File: config.mk
export PLATFORM = sky130hd
export DESIGN_NAME = fetch_stage_flat
export DESIGN_NICKNAME = d
export VERILOG_FILES = /design/src/rtl/fetch_stage_if.sv /design/src/rtl/fetch_stage.sv /design/src/flat_wrapper.sv
export SDC_FILE = /design/constraint.sdc
export NUM_CORES = 1
export LEC_CHECK = 0
export BUFFER_PORTS_ARGS = -buffer_cell sky130_fd_sc_hd__buf_2
export CAP_MARGIN = 5
export CORE_ASPECT_RATIO = 0.75
export CORE_UTILIZATION = 55
export DETAILED_ROUTE_END_ITERATION = 6
export PLACE_DENSITY = 0.79
export RECOVER_POWER = 100
export SYNTH_ARGS = -nofsm -noshare
export SYNTH_HDL_FRONTEND = slang
export SYNTH_SLANG_ARGS = --single-unit
File: constraint.sdc
create_clock -name clk -period 4.9 [get_ports clk]
set_input_delay 0.735 -clock clk [delete_from_list [all_inputs] [get_ports clk]]
set_output_delay 0.735 -clock clk [all_outputs]
set_load 0.1 [all_outputs]
File: src/rtl/fetch_stage_if.sv
// Instruction-memory request/acknowledge port between the fetch stage and imem.
// One ack per request; rdata is only meaningful in the ack cycle.
interface fetch_stage_if;
  logic        imem_req;
  logic [31:0] imem_addr;
  logic        imem_ack;
  logic [31:0] imem_rdata;

  modport master (
    output imem_req,
    output imem_addr,
    input  imem_ack,
    input  imem_rdata
  );

  modport slave (
    input  imem_req,
    input  imem_addr,
    output imem_ack,
    output imem_rdata
  );
endinterface

File: src/rtl/fetch_stage.sv
// MIPS instruction-fetch stage: PC, IF/ID register, one-entry skid buffer and
// a request FSM that tolerates variable memory latency, stalls and redirects.
module fetch_stage #(
  parameter logic [31:0] RESET_PC = 32'h0000_0000
) (
  input  logic          clk,
  input  logic          reset_n,
  input  logic          IF_ID_stall,
  input  logic          pcSrc_ID,
  input  logic [31:0]   pcBranch_ID,
  fetch_stage_if.master imem,
  output logic [31:0]   instr_ID,
  output logic [31:0]   pcPlus4_ID,
  output logic          valid_ID
);

  typedef enum logic [1:0] {
    S_IDLE,
    S_FETCH,
    S_HOLD,
    S_DRAIN
  } state_t;

  localparam logic [31:0] RESET_PC_ALIGNED = RESET_PC & 32'hFFFF_FFFC;

  state_t      state_q, state_d;
  logic [31:0] pc_q, pc_d;
  logic [31:0] drain_addr_q, drain_addr_d;
  logic [31:0] instr_q, instr_d;
  logic [31:0] pc4_q, pc4_d;
  logic        valid_q, valid_d;
  logic [31:0] skid_instr_q, skid_instr_d;
  logic [31:0] skid_pc4_q, skid_pc4_d;
  logic        skid_valid_q, skid_valid_d;

  logic        redirect;
  logic [31:0] target;
  logic [31:0] fetch_addr;

  // A redirect only counts when the branch instruction in ID is real and moving.
  assign redirect   = pcSrc_ID & valid_q & ~IF_ID_stall;
  assign target     = pcBranch_ID & 32'hFFFF_FFFC;
  // While draining, the abandoned request must keep its original address.
  assign fetch_addr = (state_q == S_DRAIN) ? drain_addr_q : pc_q;

  assign imem.imem_req  = (state_q == S_FETCH) || (state_q == S_DRAIN);
  assign imem.imem_addr = fetch_addr;

  assign instr_ID   = instr_q;
  assign pcPlus4_ID = pc4_q;
  assign valid_ID   = valid_q;

  always_comb begin
    state_d      = state_q;
    pc_d         = pc_q;
    drain_addr_d = drain_addr_q;
    instr_d      = instr_q;
    pc4_d        = pc4_q;
    valid_d      = valid_q;
    skid_instr_d = skid_instr_q;
    skid_pc4_d   = skid_pc4_q;
    skid_valid_d = skid_valid_q;

    case (state_q)
      S_IDLE: begin
        state_d = S_FETCH;
      end

      S_FETCH: begin
        if (redirect) begin
          pc_d    = target;
          instr_d = 32'h0;
          pc4_d   = 32'h0;
          valid_d = 1'b0;
          if (!imem.imem_ack) begin
            drain_addr_d = pc_q;
            state_d      = S_DRAIN;
          end
        end else if (imem.imem_ack) begin
          pc_d = pc_q + 32'd4;
          if (!IF_ID_stall) begin
            instr_d = imem.imem_rdata;
            pc4_d   = fetch_addr + 32'd4;
            valid_d = 1'b1;
          end else begin
            skid_instr_d = imem.imem_rdata;
            skid_pc4_d   = fetch_addr + 32'd4;
            skid_valid_d = 1'b1;
            state_d      = S_HOLD;
          end
        end else if (!IF_ID_stall) begin
          instr_d = 32'h0;
          pc4_d   = 32'h0;
          valid_d = 1'b0;
        end
      end

      S_HOLD: begin
        if (redirect) begin
          pc_d         = target;
          instr_d      = 32'h0;
          pc4_d        = 32'h0;
          valid_d      = 1'b0;
          skid_instr_d = 32'h0;
          skid_pc4_d   = 32'h0;
          skid_valid_d = 1'b0;
          state_d      = S_FETCH;
        end else if (!IF_ID_stall) begin
          instr_d      = skid_instr_q;
          pc4_d        = skid_pc4_q;
          valid_d      = skid_valid_q;
          skid_instr_d = 32'h0;
          skid_pc4_d   = 32'h0;
          skid_valid_d = 1'b0;
          state_d      = S_FETCH;
        end
      end

      S_DRAIN: begin
        instr_d = 32'h0;
        pc4_d   = 32'h0;
        valid_d = 1'b0;
        if (imem.imem_ack) begin
          state_d = S_FETCH;
        end
      end

      default: begin
        state_d = S_IDLE;
      end
    endcase
  end

  always_ff @(posedge clk or negedge reset_n) begin
    if (!reset_n) begin
      state_q      <= S_IDLE;
      pc_q         <= RESET_PC_ALIGNED;
      drain_addr_q <= 32'h0;
      instr_q      <= 32'h0;
      pc4_q        <= 32'h0;
      valid_q      <= 1'b0;
      skid_instr_q <= 32'h0;
      skid_pc4_q   <= 32'h0;
      skid_valid_q <= 1'b0;
    end else begin
      state_q      <= state_d;
      pc_q         <= pc_d;
      drain_addr_q <= drain_addr_d;
      instr_q      <= instr_d;
      pc4_q        <= pc4_d;
      valid_q      <= valid_d;
      skid_instr_q <= skid_instr_d;
      skid_pc4_q   <= skid_pc4_d;
      skid_valid_q <= skid_valid_d;
    end
  end

endmodule

File: src/flat_wrapper.sv
// flat-port wrapper written by rule: the top's interface ports become plain ports
module fetch_stage_flat 
#(
  parameter logic [31:0] RESET_PC = 32'h0000_0000
)
  (clk, reset_n, IF_ID_stall, pcSrc_ID, pcBranch_ID, instr_ID, pcPlus4_ID, valid_ID, imem_imem_req, imem_imem_addr, imem_imem_ack, imem_imem_rdata);
  fetch_stage_if imem_i ();
  input  logic clk;
  input  logic reset_n;
  input  logic IF_ID_stall;
  input  logic pcSrc_ID;
  input  logic [31:0] pcBranch_ID;
  output logic [31:0] instr_ID;
  output logic [31:0] pcPlus4_ID;
  output logic valid_ID;
  output wire logic [$bits(imem_i.imem_req)-1:0] imem_imem_req;
  output wire logic [$bits(imem_i.imem_addr)-1:0] imem_imem_addr;
  input wire logic [$bits(imem_i.imem_ack)-1:0] imem_imem_ack;
  input wire logic [$bits(imem_i.imem_rdata)-1:0] imem_imem_rdata;
  assign imem_imem_req = imem_i.imem_req;
  assign imem_imem_addr = imem_i.imem_addr;
  assign imem_i.imem_ack = imem_imem_ack;
  assign imem_i.imem_rdata = imem_imem_rdata;
  fetch_stage #(.RESET_PC(RESET_PC)) u_core (.clk(clk), .reset_n(reset_n), .IF_ID_stall(IF_ID_stall), .pcSrc_ID(pcSrc_ID), .pcBranch_ID(pcBranch_ID), .imem(imem_i), .instr_ID(instr_ID), .pcPlus4_ID(pcPlus4_ID), .valid_ID(valid_ID));
endmodule
# [Yosys cells after proc, flatten, opt, wreduce, memory -nomap -nowiden]
# Cells that the tools add are included.
[word_totals] input_bits=69 out_inout_bits=98 register_bits=196 word_cells=84
[classes] addsub=2 n_eq_ne=13 muxes=47 n_reduce_logical=9 bitwise=4
[op_table] cell="two-way mux 32 bit" count=22
[op_table] cell="case mux 32 bit (2 select lines)" count=3
[op_table] cell="case mux 32 bit (3 select lines)" count=2
[op_table] cell="adder 32 x 3 -> 32 bit (second input constant)" count=2
[op_table] cell="two-way mux 2 bit" count=7
[op_table] cell="inequality test 3 x 2 -> 1 bit (second input constant)" count=4
[op_table] cell="two-way mux 1 bit" count=10
[op_table] cell="AND reduction 5 bit" count=2
[op_table] cell="AND reduction 3 bit" count=3
[op_table] cell="inequality test 2 bit (second input constant)" count=4
[op_table] cell="case mux 2 bit (4 select lines)" count=1
[op_table] cell="== test 2 bit (second input constant)" count=2
[op_table] cell="inequality test 3 bit (second input constant)" count=1
[op_table] cell="case mux 1 bit (3 select lines)" count=1
[op_table] cell="nonzero test 3 bit" count=1
[op_table] cell="AND 1 bit" count=2
[op_table] cell="== test 2 x 1 -> 1 bit (second input constant)" count=1
[op_table] cell="logical NOT 2 bit" count=1
[op_table] cell="inequality test 2 x 1 -> 1 bit (second input constant)" count=1
[op_table] cell="NOT 1 bit" count=2
[op_table] cell="case mux 1 bit (2 select lines)" count=1
[op_table] cell="nonzero test 2 bit" count=1
[op_table] cell="logical OR 1 bit" count=1

# [Logic depth before layout (Yosys ltp)]
# Gate-level depths: netlist of run 1.
[depth] depth_word=7 mapped_depth=15

# [Least setup slack after synthesis of run 1]
# No wires, ideal clock.
[synth_path] kind="reg-to-reg" start="register u_core.state_q[0]" end="register u_core.skid_pc4_q[12]" stages_incl_launch_ff=15 path_slack_ns=-0.630 required_ns=4.779 synth_period_minus_slack_ns=5.530 arrival_time_ns=5.409 cell_sequence="dfrtp_1 ha_1 buf_6 buf_2 buf_2 buf_1 o21ai_0 ha_1 inv_1 a211o_1 or2_2 clkbuf_1 nand3b_1 xnor2_1 a22o_1"
[synth_between] elab_chain_cells=7
[synth_lines] element="from (decl)" line_no="fetch_stage.sv:26" text="state_t state_q, state_d;"
[synth_lines] element="from (signal assigned)" line_no="fetch_stage.sv:146" text="state_q <= state_d;"
[synth_lines] element="== test 2 bit" line_no="fetch_stage.sv:44" text="assign fetch_addr = (state_q == S_DRAIN) ? drain_addr_q : pc_q;"
[synth_lines] element="two-way mux 32 bit" line_no="fetch_stage.sv:44"
[synth_lines] element="named net imem_imem_addr[2]" line_no="flat_wrapper.sv:17" text="output wire logic [$bits(imem_i.imem_addr)-1:0] imem_imem_addr;"
[synth_lines] element="adder 32 x 3 -> 32 bit" line_no="fetch_stage.sv:87" text="skid_pc4_d = fetch_addr + 32'd4;"
[synth_lines] element="two-way mux 32 bit" line_no="fetch_stage.sv:81" text="if (!IF_ID_stall) begin"
[synth_lines] element="two-way mux 32 bit" line_no="fetch_stage.sv:79" text="end else if (imem.imem_ack) begin"
[synth_lines] element="two-way mux 32 bit" line_no="fetch_stage.sv:70" text="if (redirect) begin"
[synth_lines] element="case mux 32 bit (2 select lines)" line_no="fetch_stage.sv:64" text="case (state_q)"
[synth_lines] element="to (signal assigned)" line_no="fetch_stage.sv:153" text="skid_pc4_q <= skid_pc4_d;"
[synth_lines] element="to (decl)" line_no="fetch_stage.sv:33" text="logic [31:0] skid_pc4_q, skid_pc4_d;"
# The timed path passes the listed nets, and every way through them passes these cells. The select of a mux whose other input is x is not followed.
# A chain may end at the register's enable or synchronous reset.

# [Worst setup path after layout of run 1]
[layout_path] start="register u_core.state_q[1]" end="output port imem_imem_req"
[layout_between] elab_chain_cells=2
[layout_lines] element="== test 2 x 1 -> 1 bit or == test 2 bit (tied branches)" line_no="fetch_stage.sv:46" text="assign imem.imem_req = (state_q == S_FETCH) || (state_q == S_DRAIN);"
[layout_lines] element="logical OR 1 bit *" line_no="fetch_stage.sv:46"
[layout_lines] element="to (decl)" line_no="flat_wrapper.sv:16" text="output wire logic [$bits(imem_i.imem_req)-1:0] imem_imem_req;"
# Every way passes the cells marked *; elsewhere a longest branch is shown, timed or not.

==> flow_summary.json, run 1 <==
{
  "status": "complete, but fails checks",
  "violations": "DRC, capacitance limit, slew limit",
  "wl_per_cell_um": 19.2,
  "fp.coreArea_um2": 16300,
  "track_usage_pct": 28.7,
  "drt-total-wl_mm": 24.5,
  "antenna_found_initial": 0,
  "num_vias": 7963,
  "end_kind": "output pin",
  "cts_buffers": 17,
  "clk_latency_ps": 430,
  "timing.final.max_slew_violations": 267,
  "grt_pass1_vias": 7525,
  "clock.fmax_ghz": 0.244,
  "drv_cap": 4,
  "ant_nets": 0,
  "die_width_um": 153,
  "async_flop_share_pct": 100,
  "die_y_um": 115,
  "yosysTopAreaCellShare_pct": 50.8,
  "yosysTopAreaCell": "dfrtp_1",
  "clockRootBuffer": "clkbuf_16",
  "rsz0062_at_grt": "no",
  "worst_pin_slew_ps": 3100,
  "drc": 11,
  "clockBufferDepth": 2,
  "clk_pin_slew_ps": 70,
  "crit_type": "register to output pin",
  "yosys_most_used_dff": "dfrtp_1",
  "syn-cell-area_um2": 9350,
  "yosys-top-cells-count": "190 x dfrtp_1, 114 x nor2_1, 64 x a22o_1, 62 x a21oi_1, 62 x nand2_1",
  "dpl.hpwl_mm": 16.0,
  "critPathLaunchType": "register",
  "grt_overflow": 0,
  "hold_viol": 0,
  "setup_tns_ps": 0,
  "slew_headroom_pct": -107,
  "fin_crit_ps": 4090,
  "die_area_um2": 17500,
  "grt_max_degree": 124,
  "ctsHoldBuffers": 0,
  "start_util_pct": 57.3,
  "worst_clock_skew_ps": 14.0,
  "io_buffers": 162,
  "postSynthCellCount": 936,
  "yosys-top-cells-area": "dfrtp_1 51%, a22o_1 6.0%, mux2_2 5.2%",
  "htree_levels": 4,
  "required_ps": 4160,
  "setup_viol": 0,
  "cts_setup_buffers": 0,
  "drive_above_1_share_pct": 17.1,
  "synth_seq_cells": 190,
  "areaGrowthSynthToFinish_pct": 14.9,
  "grt_pass1_wl_mm": 39.5,
  "nets": 1127,
  "finalCritPeriodShare_pct": 83.5,
  "first_pass_iters": 7,
  "critical_path.max_fanout": 43,
  "ctsResizeCount": 0,
  "tritoncts": "done",
  "drtIter0Drc": 750,
  "gp_congestion": 0.892,
  "diodes": 0,
  "nFillCells": 1394,
  "yosysWarnings": 0,
  "rows": 40,
  "ys_seq_area_share_pct": 50.8,
  "synth_enable_flop_cells": 0,
  "vias_per_cell": 6.25,
  "synth_cell_types": 55,
  "min_path_type": "register to register",
  "cts_sinks": 190,
  "io_pins": 167,
  "syn_area_per_cell_um2": 9.99,
  "cp.arrival_ps": 3360,
  "yosysMostFrequentCell": "dfrtp_1"
}
## area by class of cell
| cell class | instances | area, µm² | share of cell area, % |
|---|---|---|---|
| timing repair buffer | 171 | 788 | 7.33 |
| tap | 210 | 263 | 2.44 |
| inverter | 20 | 75.1 | 0.698 |
| clock inverter | 15 | 201 | 1.87 |
| sequential | 190 | 4750 | 44.2 |
| clock buffer | 17 | 425 | 3.96 |
| multi-input combinational | 652 | 4240 | 39.5 |
## sequential cells by signal (all words and copies together) (netlist names)
name and flops:
u_core.skid_pc4_q 31, u_core.pc_q 30, u_core.state_q 2, u_core.skid_valid_q 1, u_core.pcPlus4_ID 31, u_core.skid_instr_q 32
u_core.instr_ID 32, u_core.drain_addr_q 30, u_core.valid_ID 1
## critical path, stage by stage, from the launching register on
cell	delay, ps
dfrtp_1	390
ha_1	860
buf_4	570
or2_2	230
clkbuf_1	870
## worst paths after layout
| path | slack, ps | depth (start not counted) | startpoint | end |
|---|---|---|---|---|
| worst min-delay path | 480 | 2 | u_core.skid_pc4_q[5] | u_core.skid_pc4_q[5] |
| worst max register to register | 900 | 7 | u_core.state_q[1] | u_core.pcPlus4_ID[24] |
| min in group asynchronous | 1300 | 1 | reset_n | u_core.pc_q[30] |
| worst max-delay path | 810 | 4 | u_core.state_q[1] | imem_imem_req |
| max in group asynchronous | 1790 | 1 | reset_n | u_core.skid_pc4_q[16] |
| worst min register to register | 480 | 2 | u_core.skid_pc4_q[5] | u_core.skid_pc4_q[5] |
## layer usage
| layer | track usage, % | routed length [µm] | vias to the layer above |
|---|---|---|---|
| met5 | 0 | 0 | - |
| met4 | 7.54 | 284 | 0 |
| met3 | 6.37 | 1750 | 21 |
| met2 | 43.5 | 11100 | 294 |
| met1 | 41.8 | 11300 | 3987 |
| li1 | - | - | 3661 |
## stage by stage
step	cell area, µm²	setup slack (ps)	std cells	utilization, %	hold WS, ps
after global routing	10700	639	1275	65.9	514
after CTS	10900	1430	1275	66.7	487
after floorplan	9360	253	937	-	439
final	10700	808	1275	65.9	484
after detailed placement	10200	1690	1243	62.8	470
after global placement	10200	1750	1243	62.8	460
## cell usage in the layout (no fill, tap or decap), types with 11 or more instances in the layout
cell and instances:
xor2_1 11, clkbuf_1 78, nand4_1 20, clkbuf_16 17
nand3_1 29, mux2_2 43, nand2_1 62, a22oi_1 11
nor2_1 112, a22o_1 64, mux2i_1 13, a221oi_1 42
buf_2 84, dfrtp_1 190, o21ai_0 54, inv_1 19
xnor2_1 15, a21oi_1 61
## logic make-up after synthesis
group | count (synthesis) | synth area share, %
compound gates | 278 | 20.8
fa+ha+maj | 6 | 0.803
flops | 190 | 50.8
buf+inv | 95 | 4.15
simple gates | 284 | 14.3
xor+xnor | 26 | 2.44
other cells | 1 | 0.0401
mux | 56 | 6.57
Power of run 1 is not shown: default switching activity piles up to over one toggle a cycle in this logic, so the estimate is an artifact.
==> run 2: changes to the inputs <==
==> constraint.sdc (replaced) <==
create_clock -name clk -period 4.2 [get_ports clk]
set_input_delay 0.63 -clock clk [delete_from_list [all_inputs] [get_ports clk]]
set_output_delay 0.63 -clock clk [all_outputs]
set_load 0.1 [all_outputs]
==> run 2 against run 1 <==
Hold slack got worse by 59 ps. First-iteration DRC count is 25% lower. Critical path depth unchanged. Worst setup slack worse by 350 ps. Largest cell class unchanged. Final cell count up 0.39%. The flow still finishes with violations (DRC, capacitance limit, slew limit). Highest routed layer unchanged. Clock skew shrank 2.4 ps. Sequential cell count did not move.
==> flow_summary.json, run 2 (same netlist as run 1, synthesis figures left out) <==
{
  "rr_endpoint": "u_core.pcPlus4_ID[24]",
  "cts_buffers": 17,
  "gp_congestion": 0.900,
  "multiInputGateArea_um2": 4240,
  "wl_met2_mm": 10.9,
  "drive_above_1_share_pct": 15.7,
  "clockBufferDepth": 2,
  "rows": 40,
  "drt-total-wl_mm": 24.1,
  "drv_cap": 3,
  "routed.top_layer": "met4",
  "worst_clock_skew_ps": 11.6,
  "fin_cells": 1280,
  "drtIter0Drc": 564,
  "grt_pass1_wl_mm": 39.2,
  "setup_viol": 0,
  "cts_setup_buffers": 0,
  "rsz0062_at_grt": "no",
  "timing.final.max_slew_violations": 197,
  "grt_pass1_vias": 7389,
  "drc": 20,
  "htree_levels": 4,
  "grt_overflow": 0,
  "track_usage_pct": 28.4,
  "drt-met1-wl_mm": 11.1,
  "ctsHoldBuffers": 0,
  "fin_crit_ps": 3740,
  "crit_type": "register to output pin",
  "rr_worst_depth": 7,
  "vias_per_cell": 6.14,
  "hold_viol": 0,
  "dpl.hpwl_mm": 16.1,
  "die_area_um2": 17500,
  "end_kind": "output pin",
  "cts_sinks": 190,
  "io_buffers": 162,
  "ctsResizeCount": 0,
  "timing.rr.start": "u_core.state_q[1]",
  "num_vias": 7853,
  "min_path_type": "input port to register",
  "final_cell_mix": "190 x dfrtp_1, 112 x nor2_1, 95 x clkbuf_1, 68 x buf_2, 64 x a22o_1",
  "final_common_cell": "dfrtp_1",
  "grt_max_degree": 116,
  "clk_latency_ps": 440,
  "setup_tns_ps": 0,
  "finalCritPeriodShare_pct": 89.1,
  "first_pass_iters": 7,
  "seq_area_um2": 4750,
  "cp.arrival_ps": 3110,
  "placedCellCount": 1246,
  "whs_endpoint": "u_core.skid_instr_q[26]",
  "required_ps": 3570,
  "worst_pin_slew_ps": 2930,
  "die_y_um": 115,
  "start_util_pct": 57.3,
  "io_pins": 167,
  "wl_met3_mm": 1.75,
  "hold_start": "imem_imem_rdata[26]",
  "min_path_cells": 2,
  "clockRootBuffer": "clkbuf_16",
  "status": "complete, but fails checks",
  "nets": 1130,
  "areaGrowthSynthToFinish_pct": 14.8,
  "antenna_found_initial": 1,
  "ant_nets": 0,
  "clk_pin_slew_ps": 80,
  "tritoncts": "done",
  "placed_area_um2": 10300,
  "clock.fmax_ghz": 0.267,
  "slew_headroom_pct": -95.6,
  "critPathLaunchType": "register",
  "r2r_setup_slack_ps": 620,
  "violations": "DRC, capacitance limit, slew limit",
  "final_core_util_pct": 65.8,
  "nFillCells": 1391,
  "critical_path.max_fanout": 41,
  "design_area_um2": 10700,
  "fp.coreArea_um2": 16300,
  "die_width_um": 153,
  "wl_per_cell_um": 18.8
}
-- run 2: cell count changes in the layout (fill, tap and decap cells not counted), sizes merged --
cell,change
clkbuf,+18
diode,+2
inv,-1
clkinv,-4
buf,-15
bufinv,+1
clkinvlp,+4
-- run 2: how the worst max path moves through the flow --
stage / startpoint / endpoint / slack [ps] / cells past startpoint
2_1_floorplan: u_core.state_q[0] / u_core.pcPlus4_ID[28] / 40 / 8
3_3_place_gp: u_core.state_q[1] / u_core.pcPlus4_ID[24] / 1050 / 8
3_5_place_dp: u_core.state_q[1] / u_core.pcPlus4_ID[24] / 1010 / 8
4_1_cts: u_core.state_q[1] / imem_imem_addr[27] / 840 / 5
5_1_grt: u_core.state_q[1] / imem_imem_addr[23] / 330 / 5
6_report: u_core.state_q[1] / imem_imem_addr[22] / 460 / 4
-- run 2: layout make-up --
cell class | count | area share, %
Tap cell | 210 | 2.45
Sequential cell | 190 | 44.3
Timing Repair Buffer | 174 | 7.31
Antenna cell | 2 | 0.0466
Multi-Input combinational cell | 652 | 39.5
Clock inverter | 15 | 1.73
Inverter | 20 | 0.699
Clock buffer | 17 | 3.96
-- run 2: layer usage --
metal  up-vias  GRT usage (%)
met5         -              0
met4         0           8.01
met3        32           6.75
met2       262           43.7
met1      3894           40.5
li1       3665              -
-- run 2: through the flow --
step | worst slack [ps] | hold slack, ps
2_1_floorplan | 37.1 | 334
3_3_place_gp | 1050 | 459
3_5_place_dp | 1010 | 472
4_1_cts | 836 | 363
5_1_grt | 329 | 411
6_report | 458 | 425
-- run 2: worst max-delay path: stages (launching register included) --
cell	delay, ps
dfrtp_1	390
ha_2	570
buf_4	500
mux2_2	320
clkbuf_1	880
Power of run 2 is left out for the same reason.
